`config.mk`:
```
export PLATFORM = sky130hd
export DESIGN_NAME = mw_skid_stage
export DESIGN_NICKNAME = d
export VERILOG_FILES = /design/src/rtl/mw_pkg.sv /design/src/rtl/wb_result_mux.sv /design/src/rtl/mw_skid_stage.sv
export SDC_FILE = /design/constraint.sdc
export NUM_CORES = 1
export LEC_CHECK = 0
export ABC_CLOCK_PERIOD_IN_PS = 3900
export CORE_ASPECT_RATIO = 1.1
export CORE_MARGIN = 5
export CORE_UTILIZATION = 45
export DETAILED_ROUTE_END_ITERATION = 6
export GPL_TIMING_DRIVEN = 1
export MAX_ROUTING_LAYER = met4
export PLACE_DENSITY = 0.71
export SETUP_SLACK_MARGIN = 0.02
export SLEW_MARGIN = 15
export SYNTH_ARGS = -nofsm -noshare
export SYNTH_HDL_FRONTEND = slang
export SYNTH_SLANG_ARGS = --single-unit
export TNS_END_PERCENT = 100
```
`constraint.sdc`:
```
create_clock -name clk -period 3.9 [get_ports clk]
set_clock_uncertainty 0.2 [all_clocks]
set_input_delay 0.39 -clock clk [delete_from_list [all_inputs] [get_ports clk]]
set_output_delay 0.39 -clock clk [all_outputs]
set_load 0.01 [all_outputs]
```
`src/rtl/mw_pkg.sv`:
```
`default_nettype none
// ============================================================================
// Module   : mw_pkg
// Purpose  : Shared types and constants for the M->W writeback skid stage.
// Revision : 1.0 - initial release
// ============================================================================
package mw_pkg;

    localparam int MW_DATA_WIDTH = 32;
    localparam int MW_RD_WIDTH   = 5;
    localparam int MW_OPC_WIDTH  = 7;
    localparam int MW_SRC_WIDTH  = 2;

    typedef struct packed {
        logic                     reg_write;
        logic [MW_SRC_WIDTH-1:0]  result_src;
        logic [MW_DATA_WIDTH-1:0] alu_result;
        logic [MW_DATA_WIDTH-1:0] mem_data;
        logic [MW_DATA_WIDTH-1:0] pc_out4;
        logic [MW_RD_WIDTH-1:0]   rd;
        logic [MW_OPC_WIDTH-1:0]  opcode;
    } wb_bundle_t;

    typedef enum logic [1:0] {
        EMPTY = 2'd0,
        ONE   = 2'd1,
        TWO   = 2'd2
    } skid_state_t;

    localparam logic [MW_SRC_WIDTH-1:0] RES_ALU = 2'd0;
    localparam logic [MW_SRC_WIDTH-1:0] RES_MEM = 2'd1;
    localparam logic [MW_SRC_WIDTH-1:0] RES_PC4 = 2'd2;

endpackage
`default_nettype wire

```
`src/rtl/wb_result_mux.sv`:
```
`default_nettype none
// ============================================================================
// Module   : wb_result_mux
// Purpose  : Writeback result selector, built only with WB_RESULT_MUX_EN.
// Revision : 1.0 - initial release
// ============================================================================
`ifdef WB_RESULT_MUX_EN
module wb_result_mux
    import mw_pkg::*;
#(
    parameter int DATA_WIDTH = 32,
    parameter int SRC_WIDTH  = 2
) (
    input  logic                  i_valid,
    input  logic [SRC_WIDTH-1:0]  i_result_src,
    input  logic [DATA_WIDTH-1:0] i_alu_result,
    input  logic [DATA_WIDTH-1:0] i_mem_data,
    input  logic [DATA_WIDTH-1:0] i_pc_out4,
    output logic [DATA_WIDTH-1:0] o_result
);

    always_comb begin
        o_result = '0;
        if (i_valid) begin
            case (i_result_src)
                SRC_WIDTH'(RES_ALU): o_result = i_alu_result;
                SRC_WIDTH'(RES_MEM): o_result = i_mem_data;
                SRC_WIDTH'(RES_PC4): o_result = i_pc_out4;
                default:             o_result = '0;
            endcase
        end
    end

endmodule
`endif
`default_nettype wire

```
`src/rtl/mw_skid_stage.sv`:
```
`default_nettype none
// ============================================================================
// Module   : mw_skid_stage
// Purpose  : Elastic M->W pipeline register (2-entry skid buffer) with flush;
//            optional W_result selector under WB_RESULT_MUX_EN.
// Revision : 1.0 - initial release
// ============================================================================
module mw_skid_stage
    import mw_pkg::*;
#(
    parameter int DATA_WIDTH = 32,
    parameter int RD_WIDTH   = 5,
    parameter int OPC_WIDTH  = 7,
    parameter int SRC_WIDTH  = 2
) (
    input  logic                  clk,
    input  logic                  rst,
    input  logic                  flush,
    input  logic                  M_valid,
    output logic                  M_ready,
    input  logic                  M_RegWrite,
    input  logic [SRC_WIDTH-1:0]  M_result_src,
    input  logic [DATA_WIDTH-1:0] M_alu_result,
    input  logic [DATA_WIDTH-1:0] M_mem_data,
    input  logic [DATA_WIDTH-1:0] M_pc_out4,
    input  logic [RD_WIDTH-1:0]   M_rd,
    input  logic [OPC_WIDTH-1:0]  M_opcode,
    output logic                  W_valid,
    input  logic                  W_ready,
    output logic                  W_RegWrite,
    output logic [SRC_WIDTH-1:0]  W_result_src,
    output logic [DATA_WIDTH-1:0] W_alu_result,
    output logic [DATA_WIDTH-1:0] W_mem_data,
    output logic [DATA_WIDTH-1:0] W_pc_out4,
    output logic [RD_WIDTH-1:0]   W_rd,
    output logic [OPC_WIDTH-1:0]  W_opcode
`ifdef WB_RESULT_MUX_EN
    ,
    output logic [DATA_WIDTH-1:0] W_result
`endif
);

    // Widths follow the instance parameters, so the bundle is declared locally
    typedef struct packed {
        logic                  reg_write;
        logic [SRC_WIDTH-1:0]  result_src;
        logic [DATA_WIDTH-1:0] alu_result;
        logic [DATA_WIDTH-1:0] mem_data;
        logic [DATA_WIDTH-1:0] pc_out4;
        logic [RD_WIDTH-1:0]   rd;
        logic [OPC_WIDTH-1:0]  opcode;
    } beat_t;

    skid_state_t r_state;
    beat_t       r_main;
    beat_t       r_skid;
    beat_t       w_in;
    logic        w_main_vld;
    logic        w_in_fire;
    logic        w_out_fire;

    // Entry valid bits are decoded from state, so ready never sees W_ready
    assign w_main_vld = (r_state != EMPTY);
    assign M_ready    = (r_state != TWO);
    assign w_in_fire  = M_valid & M_ready;
    assign w_out_fire = w_main_vld & W_ready;

    assign w_in = '{reg_write:  M_RegWrite,
                    result_src: M_result_src,
                    alu_result: M_alu_result,
                    mem_data:   M_mem_data,
                    pc_out4:    M_pc_out4,
                    rd:         M_rd,
                    opcode:     M_opcode};

    always_ff @(posedge clk) begin
        if (rst) begin
            r_state <= EMPTY;
            r_main  <= '0;
            r_skid  <= '0;
        end else if (flush) begin
            r_state <= EMPTY;
        end else begin
            case (r_state)
                EMPTY: begin
                    if (w_in_fire) begin
                        r_main  <= w_in;
                        r_state <= ONE;
                    end
                end
                ONE: begin
                    if (w_in_fire && w_out_fire) begin
                        r_main <= w_in;
                    end else if (w_in_fire) begin
                        r_skid  <= w_in;
                        r_state <= TWO;
                    end else if (w_out_fire) begin
                        r_state <= EMPTY;
                    end
                end
                TWO: begin
                    if (w_out_fire) begin
                        r_main  <= r_skid;
                        r_state <= ONE;
                    end
                end
                default: r_state <= EMPTY;
            endcase
        end
    end

    assign W_valid      = w_main_vld;
    assign W_RegWrite   = r_main.reg_write & w_main_vld & (r_main.rd != '0);
    assign W_result_src = r_main.result_src;
    assign W_alu_result = r_main.alu_result;
    assign W_mem_data   = r_main.mem_data;
    assign W_pc_out4    = r_main.pc_out4;
    assign W_rd         = r_main.rd;
    assign W_opcode     = r_main.opcode;

`ifdef WB_RESULT_MUX_EN
    wb_result_mux #(
        .DATA_WIDTH (DATA_WIDTH),
        .SRC_WIDTH  (SRC_WIDTH)
    ) u_result_mux (
        .i_valid      (w_main_vld),
        .i_result_src (r_main.result_src),
        .i_alu_result (r_main.alu_result),
        .i_mem_data   (r_main.mem_data),
        .i_pc_out4    (r_main.pc_out4),
        .o_result     (W_result)
    );
`endif

endmodule
`default_nettype wire

```
# Word-level counts from Yosys, hierarchy flattened
# Cells that the tools add are included.
word_totals:
  ff_bits: 224
  inputBits: 116
  output_inout_bits: 113
classes:
  n_eq_ne: 8
  muxes: 10
  bitwise: 6
  reduce_logical: 9
op_table:
  columns: ["op", "n"]
  rows:
  - ["two-way mux 111 bit", 3]
  - ["case mux 111 bit (3 select lines)", 1]
  - ["two-way mux 2 bit", 5]
  - ["inequality test 2 bit, second input constant", 5]
  - ["AND reduction 4 bit", 2]
  - ["case mux 2 bit (3 select lines)", 1]
  - ["AND reduction 5 bit", 1]
  - ["nonzero test 5 bit", 1]
  - ["bitwise AND 1 bit", 4]
  - ["inequality test 3 bit, second input constant", 1]
  - ["nonzero test 3 bit", 1]
  - ["== test 2 x 1 -> 1 bit, second input constant", 1]
  - ["== test 2 bit, second input constant", 1]
  - ["zero test 2 bit", 1]
  - ["inverter 1 bit", 2]
  - ["nonzero test 2 bit", 1]
  - ["OR reduction 2 bit", 1]
  - ["logical AND 1 bit", 1]

# Longest topological paths before layout
logic_depth:
  depth_word: 6
  mapped_depth: 7
  mapped_depth_nobuf: 4

# Worst setup path after synthesis
# No wires, ideal clock.
synth_timing:
  path_type: "input to register"
  startpoint: "in flush"
  endpoint: "reg r_skid[100] (netlist bit)"
  arrival_time_ns: 1.337
  required_time_ns: 3.568
  slack_ns: 2.231
  path_stages: 6
  path_buffers: 3
  cell_sequence: "buf_2 or3_1 buf_6 buf_6 nand2_1 a21oi_1"
synth_between:
  elab_chain_len: 2
synth_lines:
  columns: ["element", "line", "text"]
  rows:
  - ["start, declared", "mw_skid_stage.sv:18", "input logic flush,"]
  - ["inverter 1 bit (no line)", null, null]
  - ["AND reduction 4 bit (no line)", null, null]
  - ["end signal, assigned", "mw_skid_stage.sv:95", "r_skid <= w_in;"]
  - ["end, declared", "mw_skid_stage.sv:56", "beat_t r_skid;"]
# No other way between the ends.
# A chain may end at the register's enable or synchronous reset.

# Final worst setup path
layout_timing:
  startpoint: "reg r_state[0]"
  endpoint: "out M_ready"
layout_between:
  elab_chain_len: 1
layout_lines:
  columns: ["element", "line", "text"]
  rows:
  - ["start, declared", "mw_skid_stage.sv:54", "skid_state_t r_state;"]
  - ["start signal, assigned", "mw_skid_stage.sv:78", "r_state <= EMPTY;"]
  - ["start signal, assigned", "mw_skid_stage.sv:82", "r_state <= EMPTY;"]
  - ["start signal, assigned", "mw_skid_stage.sv:88", "r_state <= ONE;"]
  - ["inequality test 2 bit", "mw_skid_stage.sv:64", "assign M_ready = (r_state != TWO);"]
  - ["end, declared", "mw_skid_stage.sv:20", "output logic M_ready,"]
# No other way between the ends.

==> flow_summary.yaml <==
worst_hold_path:
  min_from: "r_skid[62]"
  hp-class: "flip-flop to flip-flop"
clock_network:
  numClockSinks: 224
  post_cts_buffers: 0
  cts_made_buffers: 25
  worstSkewPairLatency_ns: 0.51
  cts.repair.resized: 0
  cts_hold_buffers: 0
  cts.clk_slew.worst_paths_ns: 0.06
  clock_path_buffers: 3
  htree_num_levels: 1
  cts_tree: "built"
  clockRootBuffer: "clkbuf_16"
synthesis:
  synth_edf_count: 0
  synth_top_area_share: 0.3900
  synth_xor_area_frac: 0
  syn_area_per_cell_sq_um: 9.184
  synth_mux_area_frac: 0.09663
  yosys_warnings: 0
  ys_async_sr_fraction: 0
  ys_ff_latch: 224
  syn_inst: 1252
  syn-num-nets: 1368
  synth_compound_area_frac: 0.2317
  synth_flop_cell: "dfxtp_1"
  synth.cells.most_frequent: "dfxtp_1, nand2_1, buf_4, a21oi_1"
  synthAdderAreaFrac: 0
  synth_top_family_by_area: "compound AO/OA/AOI/OAI gates"
  ys_seq_area_frac: 0.3900
  synth_top_cell_by_area: "dfxtp_1"
  synth-simple-area-share: 0.1403
  synthesis.area_sq_mm: 0.01150
  synth.area.top_cells: "dfxtp_1, o41ai_2, mux2i_1"
  synth_cell_types: 30
cells_and_area:
  drive_gt1_frac: 0.1003
  nets: 1407
  area_delta_synth_final_pct: 18.54
  fin_util: 0.5395
  num_antenna_cells: 0
floorplan:
  start_util: 0.4552
  dieArea_sq_mm: 0.02885
  dieWidth_um: 162.4
  rows: 61
  core-area_sq_mm: 0.02526
  die_h_um: 177.7
  io_pins: 229
sta:
  hold_violations: 0
  timing.final.crit_share: 0.7160
  worst_slew_pin_slew_ns: 1.090
  slew_headroom: 0.2733
  fin_crit_ns: 2.792
  drv_slew: 0
  max_freq_mhz: 358.1
  setup-tns-final_ns: 0
  setup_viol: 0
  rsz0062_at_grt: "false"
setup_path:
  start_kind: "flip-flop"
  cp_max_fo: 29
  arrival_ns: 2.20
  path_class: "flip-flop to primary output"
  cp.required_ns: 3.31
  crit_path_end_kind: "primary output"
  critical_path.top_delay_family: "buffers and inverters"
  crit_path_start: "r_state[0]"
  critPathSlowestCell: "clkdlybuf4s50_1"
  cp_slowest_stage_delay_ns: 0.70
  path_cells: "nand2b_4, clkdlybuf4s50_1"
  crit_buf_inv: 1
  regToRegStartpoint: "r_state[1]"
power_and_ir_drop:
  p_leak_uw: 0.005569
  max-vdd-ir-drop_v: 0.0003139
  p_switching_uw: 1283
  seq_power_share: 0.445
  comb_power_share: 0.120
  power.share.switching: 0.2382
  finalPower_uw: 5389
  intPower_uw: 4105
  power.clock.fraction: 0.435
  p_per_area_mw_per_mm2: 395.3
drt:
  via_per_inst: 5.191
  vias: 8576
  routedWlPerCell_um: 16.15
  drt-initial-drc-count: 472
  drc: 0
  ant_nets: 0
  first_pass_iters: 5
  finalWirelength_um: 26680
outcome:
  outcome: "finished, final reports clean"
placement:
  routabilityCongestion: 0.7377
  dpl.hpwl_um: 16480
  numPortBuffers: 228
run:
  max_cap_violations: 0
grt:
  grt_pass1_vias: 8173
  grt_usage: 0.1811
  grt_overflow: 0
  grt_max_degree: 120
  grt_pass1_wl_um: 42860
  antenna_found_initial: 0
routing by layer:
metal / part of all wire / track usage / up-vias
met5: 0 / - / -
met4: 0.014 / 0.03913 / 0
met1: 0.47 / 0.2475 / 3996
met3: 0.061 / 0.03345 / 25
met2: 0.46 / 0.2818 / 218
li1: - / - / 4337
per-stage QoR:
| step | hold slack [ns] | instance area (sq um) | worst slack, ns | instances |
|---|---|---|---|---|
| floorplan | 0.2357 | 11500 | 2.231 | 1252 |
| global placement | 0.2403 | 12820 | 0.9559 | 1610 |
| detailed placement | 0.2456 | 12820 | 0.8814 | 1610 |
| CTS | 0.2254 | 13630 | 1.043 | 1652 |
| global route | 0.2427 | 13630 | 0.9842 | 1652 |
| finish | 0.2519 | 13630 | 1.108 | 1652 |
worst min-delay path, stage by stage (launching register included):
cell and delay (ns):
dfxtp_1 0.31, nand2_1 0.05, a21oi_1 0.05
cell families after synthesis:
group / count (synthesis)
compound gates: 339
flops: 224
simple gates: 345
buf+inv: 233
mux: 111
layout by cell type, fill, tap and decap left out, drive strengths merged, types with 2 or more instances in the layout:
cell type      netlist  routed
a21oi              113     113
clkinv               0       2
clkdlybuf4s50        0     226
o41ai              111     111
mux2i              111     111
clkbuf              56      35
o21ai              111     111
nand2b               3       3
bufinv               0       3
clkinvlp             0       2
nor2b              111     111
nor3                 2       2
nand2              224     224
dfxtp              224     224
buf                177      18
layout make-up:
type                       instances  area (sq um)
tap                              346         432.9
fill                            2266         11630
clock inverter                     8         123.9
clock buffer                      34         689.4
timing repair buffer             245          2494
sequential                       224          4484
multi-input combinational        795          5406
final timing paths:
check,endpoint,slack [ns],depth (start not counted)
max,M_ready,1.11,2
min,r_skid[62],0.25,2
max reg2reg,r_skid[45],1.45,5
min reg2reg,r_skid[62],0.25,2
registers in the layout, indices dropped and copies added (netlist names):
| name | cells |
|---|---|
| W_opcode | 7 |
| r_skid | 111 |
| r_main | 1 |
| W_rd | 5 |
| W_result_src | 2 |
| W_pc_out4 | 32 |
| W_alu_result | 32 |
| r_state | 2 |
| W_mem_data | 32 |
power groups by stage:
stage / clock network [uW] / registers, uW / logic (uW)
finish: 2350 / 2400 / 646
global route: 2510 / 2400 / 699
CTS: 2410 / 2400 / 652
detailed placement: 0 / 2450 / 649
global placement: 0 / 2450 / 642
floorplan: 0 / 2430 / 426
Power figures use the tool's default switching activity.
